## src/rtl/bp_common_pkg.sv

```systemverilog
// Shared commit/trace record declarations for the commit writeback aligner.
// Record typedefs are macros so each user picks its own field widths.
package bp_common_pkg;
    localparam int unsigned bp_x0_addr_gp = 0;
endpackage

`define DECLARE_BP_COMMIT_ENTRY_S(vaddr_w, instr_w, dword_w, reg_w, itag_w) \
    typedef struct packed {                                                    \
        logic [vaddr_w-1:0] pc;                                                \
        logic [instr_w-1:0] instr;                                             \
        logic [itag_w-1:0]  itag;                                              \
        logic               rd_w_v;                                            \
        logic               late;                                              \
        logic [reg_w-1:0]   rd_addr;                                           \
        logic [dword_w-1:0] rd_data;                                           \
    } bp_commit_entry_s

`define DECLARE_BP_TRACE_REC_S(vaddr_w, instr_w, dword_w, reg_w, itag_w) \
    typedef struct packed {                                                  \
        logic [vaddr_w-1:0] pc;                                              \
        logic [instr_w-1:0] instr;                                           \
        logic [itag_w-1:0]  itag;                                            \
        logic               rd_w_v;                                          \
        logic [reg_w-1:0]   rd_addr;                                         \
        logic [dword_w-1:0] rd_data;                                         \
    } bp_trace_rec_s

```

## src/rtl/bp_commit_pending_table.sv

```systemverilog
// Per-register holding slots for late writeback data awaiting their commit record.
module bp_commit_pending_table
    import bp_common_pkg::*;
#(
    parameter int reg_addr_width_p = 5,
    parameter int dword_width_p    = 64
) (
    input  logic                        clk_i,
    input  logic                        reset_i,
    input  logic                        w_v_i,
    input  logic [reg_addr_width_p-1:0] w_addr_i,
    input  logic [dword_width_p-1:0]    w_data_i,
    input  logic                        clr_v_i,
    input  logic [reg_addr_width_p-1:0] clr_addr_i,
    input  logic [reg_addr_width_p-1:0] r_addr_i,
    output logic                        r_v_o,
    output logic [dword_width_p-1:0]    r_data_o,
    output logic                        conflict_o
);
    localparam int els_lp = 1 << reg_addr_width_p;

    logic [els_lp-1:0]        valid_q;
    logic [dword_width_p-1:0] data_q [els_lp];
    logic                     conflict_q;
    logic                     w_en, clr_hit;

    assign w_en    = w_v_i & (w_addr_i != reg_addr_width_p'(bp_x0_addr_gp));
    // A slot being consumed this edge is free for a fresh writeback.
    assign clr_hit = clr_v_i & (clr_addr_i == w_addr_i);

    always_ff @(posedge clk_i or posedge reset_i) begin
        if (reset_i) begin
            valid_q    <= '0;
            conflict_q <= 1'b0;
        end else begin
            if (clr_v_i) valid_q[clr_addr_i] <= 1'b0;
            if (w_en) begin
                valid_q[w_addr_i] <= 1'b1;
                if (valid_q[w_addr_i] & ~clr_hit) conflict_q <= 1'b1;
            end
        end
    end

    always_ff @(posedge clk_i) begin
        if (w_en) data_q[w_addr_i] <= w_data_i;
    end

    assign r_v_o      = valid_q[r_addr_i];
    assign r_data_o   = data_q[r_addr_i];
    assign conflict_o = conflict_q;
endmodule

```

## src/rtl/bsg_fifo_1r1w_small.sv

```systemverilog
// Small register-based 1-read/1-write FIFO; caller only raises v_i when
// there is room (ready_o) or the head leaves the same cycle (yumi_i).
module bsg_fifo_1r1w_small #(
    parameter int width_p = 8,
    parameter int els_p   = 8
) (
    input  logic               clk_i,
    input  logic               reset_i,
    input  logic               v_i,
    output logic               ready_o,
    input  logic [width_p-1:0] data_i,
    output logic               v_o,
    output logic [width_p-1:0] data_o,
    input  logic               yumi_i
);
    localparam int ptr_w_lp = $clog2(els_p);
    localparam logic [ptr_w_lp-1:0] ptr_one_lp = ptr_w_lp'(1);
    localparam logic [ptr_w_lp:0]   cnt_one_lp = (ptr_w_lp+1)'(1);
    localparam logic [ptr_w_lp:0]   cnt_max_lp = (ptr_w_lp+1)'(els_p);

    logic [ptr_w_lp-1:0] rptr_q, wptr_q;
    logic [ptr_w_lp:0]   cnt_q;
    logic [width_p-1:0]  mem_q [els_p];
    logic                enq, deq;

    assign enq     = v_i;
    assign deq     = yumi_i & v_o;
    assign v_o     = (cnt_q != '0);
    assign ready_o = (cnt_q != cnt_max_lp);
    assign data_o  = mem_q[rptr_q];

    always_ff @(posedge clk_i or posedge reset_i) begin
        if (reset_i) begin
            rptr_q <= '0;
            wptr_q <= '0;
            cnt_q  <= '0;
        end else begin
            if (enq) wptr_q <= wptr_q + ptr_one_lp;
            if (deq) rptr_q <= rptr_q + ptr_one_lp;
            case ({enq, deq})
                2'b10:   cnt_q <= cnt_q + cnt_one_lp;
                2'b01:   cnt_q <= cnt_q - cnt_one_lp;
                default: cnt_q <= cnt_q;
            endcase
        end
    end

    always_ff @(posedge clk_i) begin
        if (enq) mem_q[wptr_q] <= data_i;
    end
endmodule

```

## src/rtl/bp_commit_wb_aligner.sv

```systemverilog
// Merges in-order commits with late rd writebacks into complete trace records.
// Optional BP_COMMIT_ALIGN_BYPASS_EN forwards a head-matching late_wb combinationally.
module bp_commit_wb_aligner
    import bp_common_pkg::*;
#(
    parameter int vaddr_width_p    = 39,
    parameter int instr_width_p    = 32,
    parameter int dword_width_p    = 64,
    parameter int reg_addr_width_p = 5,
    parameter int fifo_els_p       = 8,
    parameter int itag_width_p     = 31
) (
    input  logic                        clk_i,
    input  logic                        reset_i,
    input  logic                        freeze_i,
    input  logic                        commit_v_i,
    input  logic [vaddr_width_p-1:0]    commit_pc_i,
    input  logic [instr_width_p-1:0]    commit_instr_i,
    input  logic                        commit_rd_w_v_i,
    input  logic                        commit_rd_late_i,
    input  logic [reg_addr_width_p-1:0] commit_rd_addr_i,
    input  logic [dword_width_p-1:0]    commit_rd_data_i,
    input  logic                        late_wb_v_i,
    input  logic [reg_addr_width_p-1:0] late_wb_addr_i,
    input  logic [dword_width_p-1:0]    late_wb_data_i,
    output logic                        trace_v_o,
    input  logic                        trace_ready_i,
    output logic [vaddr_width_p-1:0]    trace_pc_o,
    output logic [instr_width_p-1:0]    trace_instr_o,
    output logic [itag_width_p-1:0]     trace_itag_o,
    output logic                        trace_rd_w_v_o,
    output logic [reg_addr_width_p-1:0] trace_rd_addr_o,
    output logic [dword_width_p-1:0]    trace_rd_data_o,
    output logic                        overflow_o,
    output logic                        wb_conflict_o
);
    `DECLARE_BP_COMMIT_ENTRY_S(vaddr_width_p, instr_width_p, dword_width_p, reg_addr_width_p, itag_width_p);
    `DECLARE_BP_TRACE_REC_S(vaddr_width_p, instr_width_p, dword_width_p, reg_addr_width_p, itag_width_p);

    bp_commit_entry_s          enq_entry, head_entry;
    bp_trace_rec_s             trace_rec;
    logic [itag_width_p-1:0]   itag_q, itag_d;
    logic                      overflow_q, overflow_d;
    logic                      commit_acc, rd_nz, fifo_ready, fifo_v, enq_v, deq;
    logic                      head_ready, wb_byp, tbl_w_v, tbl_v;
    logic [dword_width_p-1:0]  tbl_data;

    assign commit_acc = commit_v_i & ~freeze_i;
    assign rd_nz      = (commit_rd_addr_i != reg_addr_width_p'(bp_x0_addr_gp));

    always_comb begin
        enq_entry         = '0;
        enq_entry.pc      = commit_pc_i;
        enq_entry.instr   = commit_instr_i;
        enq_entry.itag    = itag_q;
        enq_entry.rd_w_v  = commit_rd_w_v_i & rd_nz;
        enq_entry.late    = commit_rd_late_i & commit_rd_w_v_i & rd_nz;
        enq_entry.rd_addr = commit_rd_addr_i;
        enq_entry.rd_data = commit_rd_data_i;
    end

    // A full queue still takes the commit if the head leaves on the same edge.
    assign enq_v = commit_acc & (fifo_ready | deq);

    bsg_fifo_1r1w_small #(
        .width_p($bits(bp_commit_entry_s)),
        .els_p  (fifo_els_p)
    ) queue (
        .clk_i  (clk_i),
        .reset_i(reset_i),
        .v_i    (enq_v),
        .ready_o(fifo_ready),
        .data_i (enq_entry),
        .v_o    (fifo_v),
        .data_o (head_entry),
        .yumi_i (deq)
    );

`ifdef BP_COMMIT_ALIGN_BYPASS_EN
    assign wb_byp = fifo_v & late_wb_v_i & head_entry.late & (late_wb_addr_i == head_entry.rd_addr);
`else
    assign wb_byp = 1'b0;
`endif

    assign head_ready = fifo_v & (~head_entry.late | tbl_v | wb_byp);
    assign deq        = head_ready & trace_ready_i;
    // Forwarded data consumed on the spot never lands in the table.
    assign tbl_w_v    = late_wb_v_i & ~(wb_byp & deq);

    bp_commit_pending_table #(
        .reg_addr_width_p(reg_addr_width_p),
        .dword_width_p   (dword_width_p)
    ) pend (
        .clk_i     (clk_i),
        .reset_i   (reset_i),
        .w_v_i     (tbl_w_v),
        .w_addr_i  (late_wb_addr_i),
        .w_data_i  (late_wb_data_i),
        .clr_v_i   (deq & head_entry.late),
        .clr_addr_i(head_entry.rd_addr),
        .r_addr_i  (head_entry.rd_addr),
        .r_v_o     (tbl_v),
        .r_data_o  (tbl_data),
        .conflict_o(wb_conflict_o)
    );

    always_comb begin
        itag_d     = itag_q;
        overflow_d = overflow_q;
        if (commit_acc) begin
            itag_d = itag_q + itag_width_p'(1);
            if (~fifo_ready & ~deq) overflow_d = 1'b1;
        end
    end

    always_ff @(posedge clk_i or posedge reset_i) begin
        if (reset_i) begin
            itag_q     <= '0;
            overflow_q <= 1'b0;
        end else begin
            itag_q     <= itag_d;
            overflow_q <= overflow_d;
        end
    end

    always_comb begin
        trace_rec.pc      = head_entry.pc;
        trace_rec.instr   = head_entry.instr;
        trace_rec.itag    = head_entry.itag;
        trace_rec.rd_w_v  = head_entry.rd_w_v;
        trace_rec.rd_addr = head_entry.rd_addr;
        trace_rec.rd_data = wb_byp          ? late_wb_data_i :
                            head_entry.late ? tbl_data       : head_entry.rd_data;
    end

    assign trace_v_o       = head_ready;
    assign trace_pc_o      = trace_rec.pc;
    assign trace_instr_o   = trace_rec.instr;
    assign trace_itag_o    = trace_rec.itag;
    assign trace_rd_w_v_o  = trace_rec.rd_w_v;
    assign trace_rd_addr_o = trace_rec.rd_addr;
    assign trace_rd_data_o = trace_rec.rd_data;
    assign overflow_o      = overflow_q;
endmodule

```

## config.mk

```make
export PLATFORM = sky130hd
export DESIGN_NAME = bp_commit_wb_aligner
export DESIGN_NICKNAME = d
export VERILOG_FILES = /design/src/rtl/bp_common_pkg.sv /design/src/rtl/bp_commit_pending_table.sv /design/src/rtl/bsg_fifo_1r1w_small.sv /design/src/rtl/bp_commit_wb_aligner.sv
export SDC_FILE = /design/constraint.sdc
export NUM_CORES = 2
export LEC_CHECK = 0
export BUFFER_PORTS_ARGS = -buffer_cell sky130_fd_sc_hd__buf_4
export CAP_MARGIN = 20
export CORE_MARGIN = 2
export CORE_UTILIZATION = 41
export CTS_CLUSTER_DIAMETER = 40
export DETAILED_ROUTE_END_ITERATION = 10
export GPL_ROUTABILITY_DRIVEN = 0
export PLACE_DENSITY = 0.67
export REMOVE_ABC_BUFFERS = 1
export SETUP_SLACK_MARGIN = 0.2
export SLEW_MARGIN = 20
export SYNTH_ARGS = -nofsm -noshare
export SYNTH_HDL_FRONTEND = slang
export SYNTH_SLANG_ARGS = --single-unit
```

## constraint.sdc

```tcl
create_clock -name clk_i -period 63.6 [get_ports clk_i]
set_input_delay 3.18 -clock clk_i [delete_from_list [all_inputs] [get_ports clk_i]]
set_output_delay 3.18 -clock clk_i [all_outputs]
set_load 0.02 [all_outputs]
```

==> metrics.csv <==
stage;metric;value;unit
run_status;status;finished clean;
synthesis;share of the synthesized area in the top cell type;75.64;%
critical_path;FF-to-FF path depth;16;
synthesis;synth warn;0;
clock_network;Max clock buf depth;4;
place;pre-CTS WS;52.21;ns
clock_network;post-CTS sizing;0;
floorplanning;FP Rows;211;
timing;Slew Limit Fails;0;
layout;Design Area, Final;0.1594;sq mm
worst_hold_path;WHS Path Cells;1;
pwr;Power Dens Cells;50.92;mW/mm^2
critical_path;Crit Path Class;flip-flop to output pin;
route;# DRC;0;
layout;share of layout cells above drive strength 1;19.39;%
clock_network;TritonCTS clock tree;yes;
place;HPWL after DPL;197.0;mm
clock_network;clock tree root buffer cell;clkbuf_16;
floorplanning;Die Area;0.3369;sq mm
timing;Worst Skew;0.05816;ns
critical_path;Critical Path Sink;trace_rd_data_o[3];
critical_path;CP Launch Type;flip-flop;
route;DR vias;79110;
synthesis;EDFF count, synth;3432;
route;Pre-Repair DR Iteration Count;6;
pwr;Leakage;0.05330;uW
floorplanning;Die Span Y;580.5;um
worst_hold_path;Hold Path Class;flip-flop to flip-flop;
synthesis;Seq/Total Area, Yosys;77.02;%
global_routing;number of global-route vias before repair;77400;
floorplanning;DIE WIDTH;580.5;um
timing;unrepaired setup endpoints after global routing;false;
floorplanning;Placeable Area;0.3305;sq mm
critical_path;r2r endpoint;queue.mem_q[5][152]$_DFFE_PP_;
timing;fin crit share;18.48;%
global_routing;GR Util All Layers;21.69;%
place;Area after DPL;0.1446;sq mm
timing;Fmax achieved;85.07;MHz
synthesis;synth top area cells;edfxtp_1, mux4_2, nand2_1, a311oi_1, and3_1;
timing;Post-Route Setup TNS;0;ns
pwr;Final Power;8115;uW
floorplanning;Ports;392;
timing;post-layout min period;11.75;ns
global_routing;gr ovfl total;0;
clock_network;CTS sink cnt;3507;
global_routing;largest net degree at the start of global routing;216;
critical_path;crit path max fanout;204;
synthesis;Synth Register Bits;3507;
clock_network;CTS Hold Bufs;0;
layout;Layout fillers;27250;
critical_path;required time worst endpoint;60.42;ns
global_routing;antenna violations before repair;64;
synthesis;largest area contributor in the netlist;edfxtp_1;
clock_network;H-tree depth;5;
critical_path;crit end category;output pin;
timing;final setup margin;51.85;ns
route;final WL;376.7;mm
layout;# nets final;9072;
route;Vias/cell;5.816;
floorplanning;Initial Utilization;41.22;%
route;drt wl/cell;27.69;um
critical_path;CP Data Arrival Time;8.57;ns
layout;area grow syn2layout;16.98;%
synthesis;ys async rst share;2.139;%
clock_network;clock-pin slew on the worst setup and hold paths;0.06;ns
critical_path;FF-to-FF setup slack;55.03;ns
timing;Slew @ Worst Pin;1.239;ns
synthesis;Mapped Cells;8330;
synthesis;synthesized area per cell;16.36;sq um
clock_network;Worst-Skew Late Latency;0.98;ns
clock_network;TritonCTS Buffers;430;
layout;Final Core Density;48.22;%
pwr;maximum VDD drop;0.06609;mV
synthesis;synth unique cells;68;
place;PortBufs;391;
critical_path;reg-to-reg critical path startpoint;queue.rptr_q[1]$_DFFE_PP0P_;
clock_network;Post-CTS Setup Inserts;0;
global_routing;global-route wire length before repair;538.1;mm
timing;Final setup violation count;0;
job;max cap viols;0;
timing;Final Hold Viols;0;
synthesis;Post-Syn Area;0.1362;sq mm
critical_path;CP Launch Point;queue.rptr_q[1]$_DFFE_PP0P_;
route;iteration-0 DRC count of the detailed router;9471;
synthesis;Synth Flop Type;edfxtp_1;
timing;normalized max-slew margin;17.39;%
route;Routed Antenna Nets;0;
## state kept, by name (all words and copies together) (netlist names)
name	count
queue.wptr_q	3
queue.rptr_q	3
pend.data_q	2048
queue.cnt_q	4
queue.mem_q	1384
pend.conflict_o	1
overflow_o	1
pend.valid_q	32
itag_q	31
## cells in the final DEF (no fill, tap or decap), types with 45 or more instances in the layout
cell,netlist,routed
clkbuf_16,0,436
a41oi_1,63,62
and3_1,432,432
buf_4,2,536
a211oi_1,115,112
a21oi_1,46,46
nor2_1,111,78
inv_6,0,45
nand2_1,1988,1986
dfrtp_1,75,72
clkinv_1,1,62
a311oi_1,393,393
o21ai_0,71,71
conb_1,1,64
mux2_2,108,107
nor2b_1,68,68
nand3_1,199,196
edfxtp_1,3432,3432
clkinv_2,0,58
nor4_1,63,61
a31oi_1,86,86
mux4_2,349,349
bufinv_16,0,53
## where the power goes
group          leakage, uW  switching [uW]  internal (uW)
Sequential          0.0318            53.6           2650
Clock              0.00706             981           1490
Combinational       0.0144            1970            969
Total               0.0533            3010           5110
## cell type report
class                           instances  area [sq um]  share of cell area, %
Sequential cell                      3507        104900                  65.85
Antenna cell                           20         50.05                0.03140
Clock inverter                        316          3548                  2.226
Timing Repair Buffer                  558          4432                  2.781
Multi-Input combinational cell       4340         29740                  18.66
Clock buffer                          484         11130                  6.984
Tap cell                             4366          5463                  3.428
Inverter                               11         60.06                0.03768
## routing by layer
layer	GRT usage (%)	up-vias	part of all wire [%]
met5	0	-	0.10
met4	6.612	60	2.9
met3	6.241	801	12
met2	34.54	4233	47
met1	28.84	40540	38
li1	-	33480	-
## cells by family after synthesis
logic type	synth area share, %
compound gates	4.583
other cells	0.002752
flops	77.02
fa+ha+maj	0.06979
simple gates	9.401
xor+xnor	0.2764
buf+inv	1.616
mux	7.029
## critical path: stages, from the launching register on
cell	delay, ns
dfrtp_4	0.96
buf_4	0.69
nor2_1	0.19
a22oi_2	0.18
buf_4	0.36
nand2_4	0.50
inv_8	0.52
buf_12	0.52
buf_4	0.93
buf_4	0.89
nand2_1	0.13
a311oi_1	0.28
nor4_1	0.11
a41oi_1	0.76
buf_4	0.28
## cells in the mapped netlist (46+ instances only)
master / instances
a311oi_1: 393
buf_1: 46
o21ai_0: 71
a31oi_1: 86
clkbuf_1: 391
dfrtp_1: 75
a211oi_1: 115
a41oi_1: 63
and3_1: 432
mux4_2: 349
nor4_1: 63
buf_2: 92
nand2_1: 1988
mux2_2: 108
edfxtp_1: 3432
nor2_1: 111
nor2b_1: 68
a21oi_1: 46
nand3_1: 199
## how the worst min path moves through the flow
stage	startpoint	slack, ns	endpoint
after detailed placement	queue.cnt_q[3]$_DFFE_PP0P_	0.52	queue.cnt_q[3]$_DFFE_PP0P_
after CTS	pend.valid_q[0]$_DFF_PP0_	0.53	pend.valid_q[0]$_DFF_PP0_
after global routing	pend.valid_q[0]$_DFF_PP0_	0.54	pend.valid_q[0]$_DFF_PP0_
final	pend.valid_q[0]$_DFF_PP0_	0.53	pend.valid_q[0]$_DFF_PP0_
after floorplan	queue.cnt_q[3]$_DFFE_PP0P_	0.48	queue.cnt_q[3]$_DFFE_PP0P_
after global placement	queue.cnt_q[3]$_DFFE_PP0P_	0.51	queue.cnt_q[3]$_DFFE_PP0P_
## through the flow
step / hold slack, ns / cells
3_5_place_dp: 0.5183 / 12780
4_1_cts: 0.5312 / 13580
3_3_place_gp: 0.5112 / 12780
2_1_floorplan: 0.4837 / 7858
5_1_grt: 0.5397 / 13590
6_report: 0.5314 / 13600
Power figures use the tool's default switching activity.
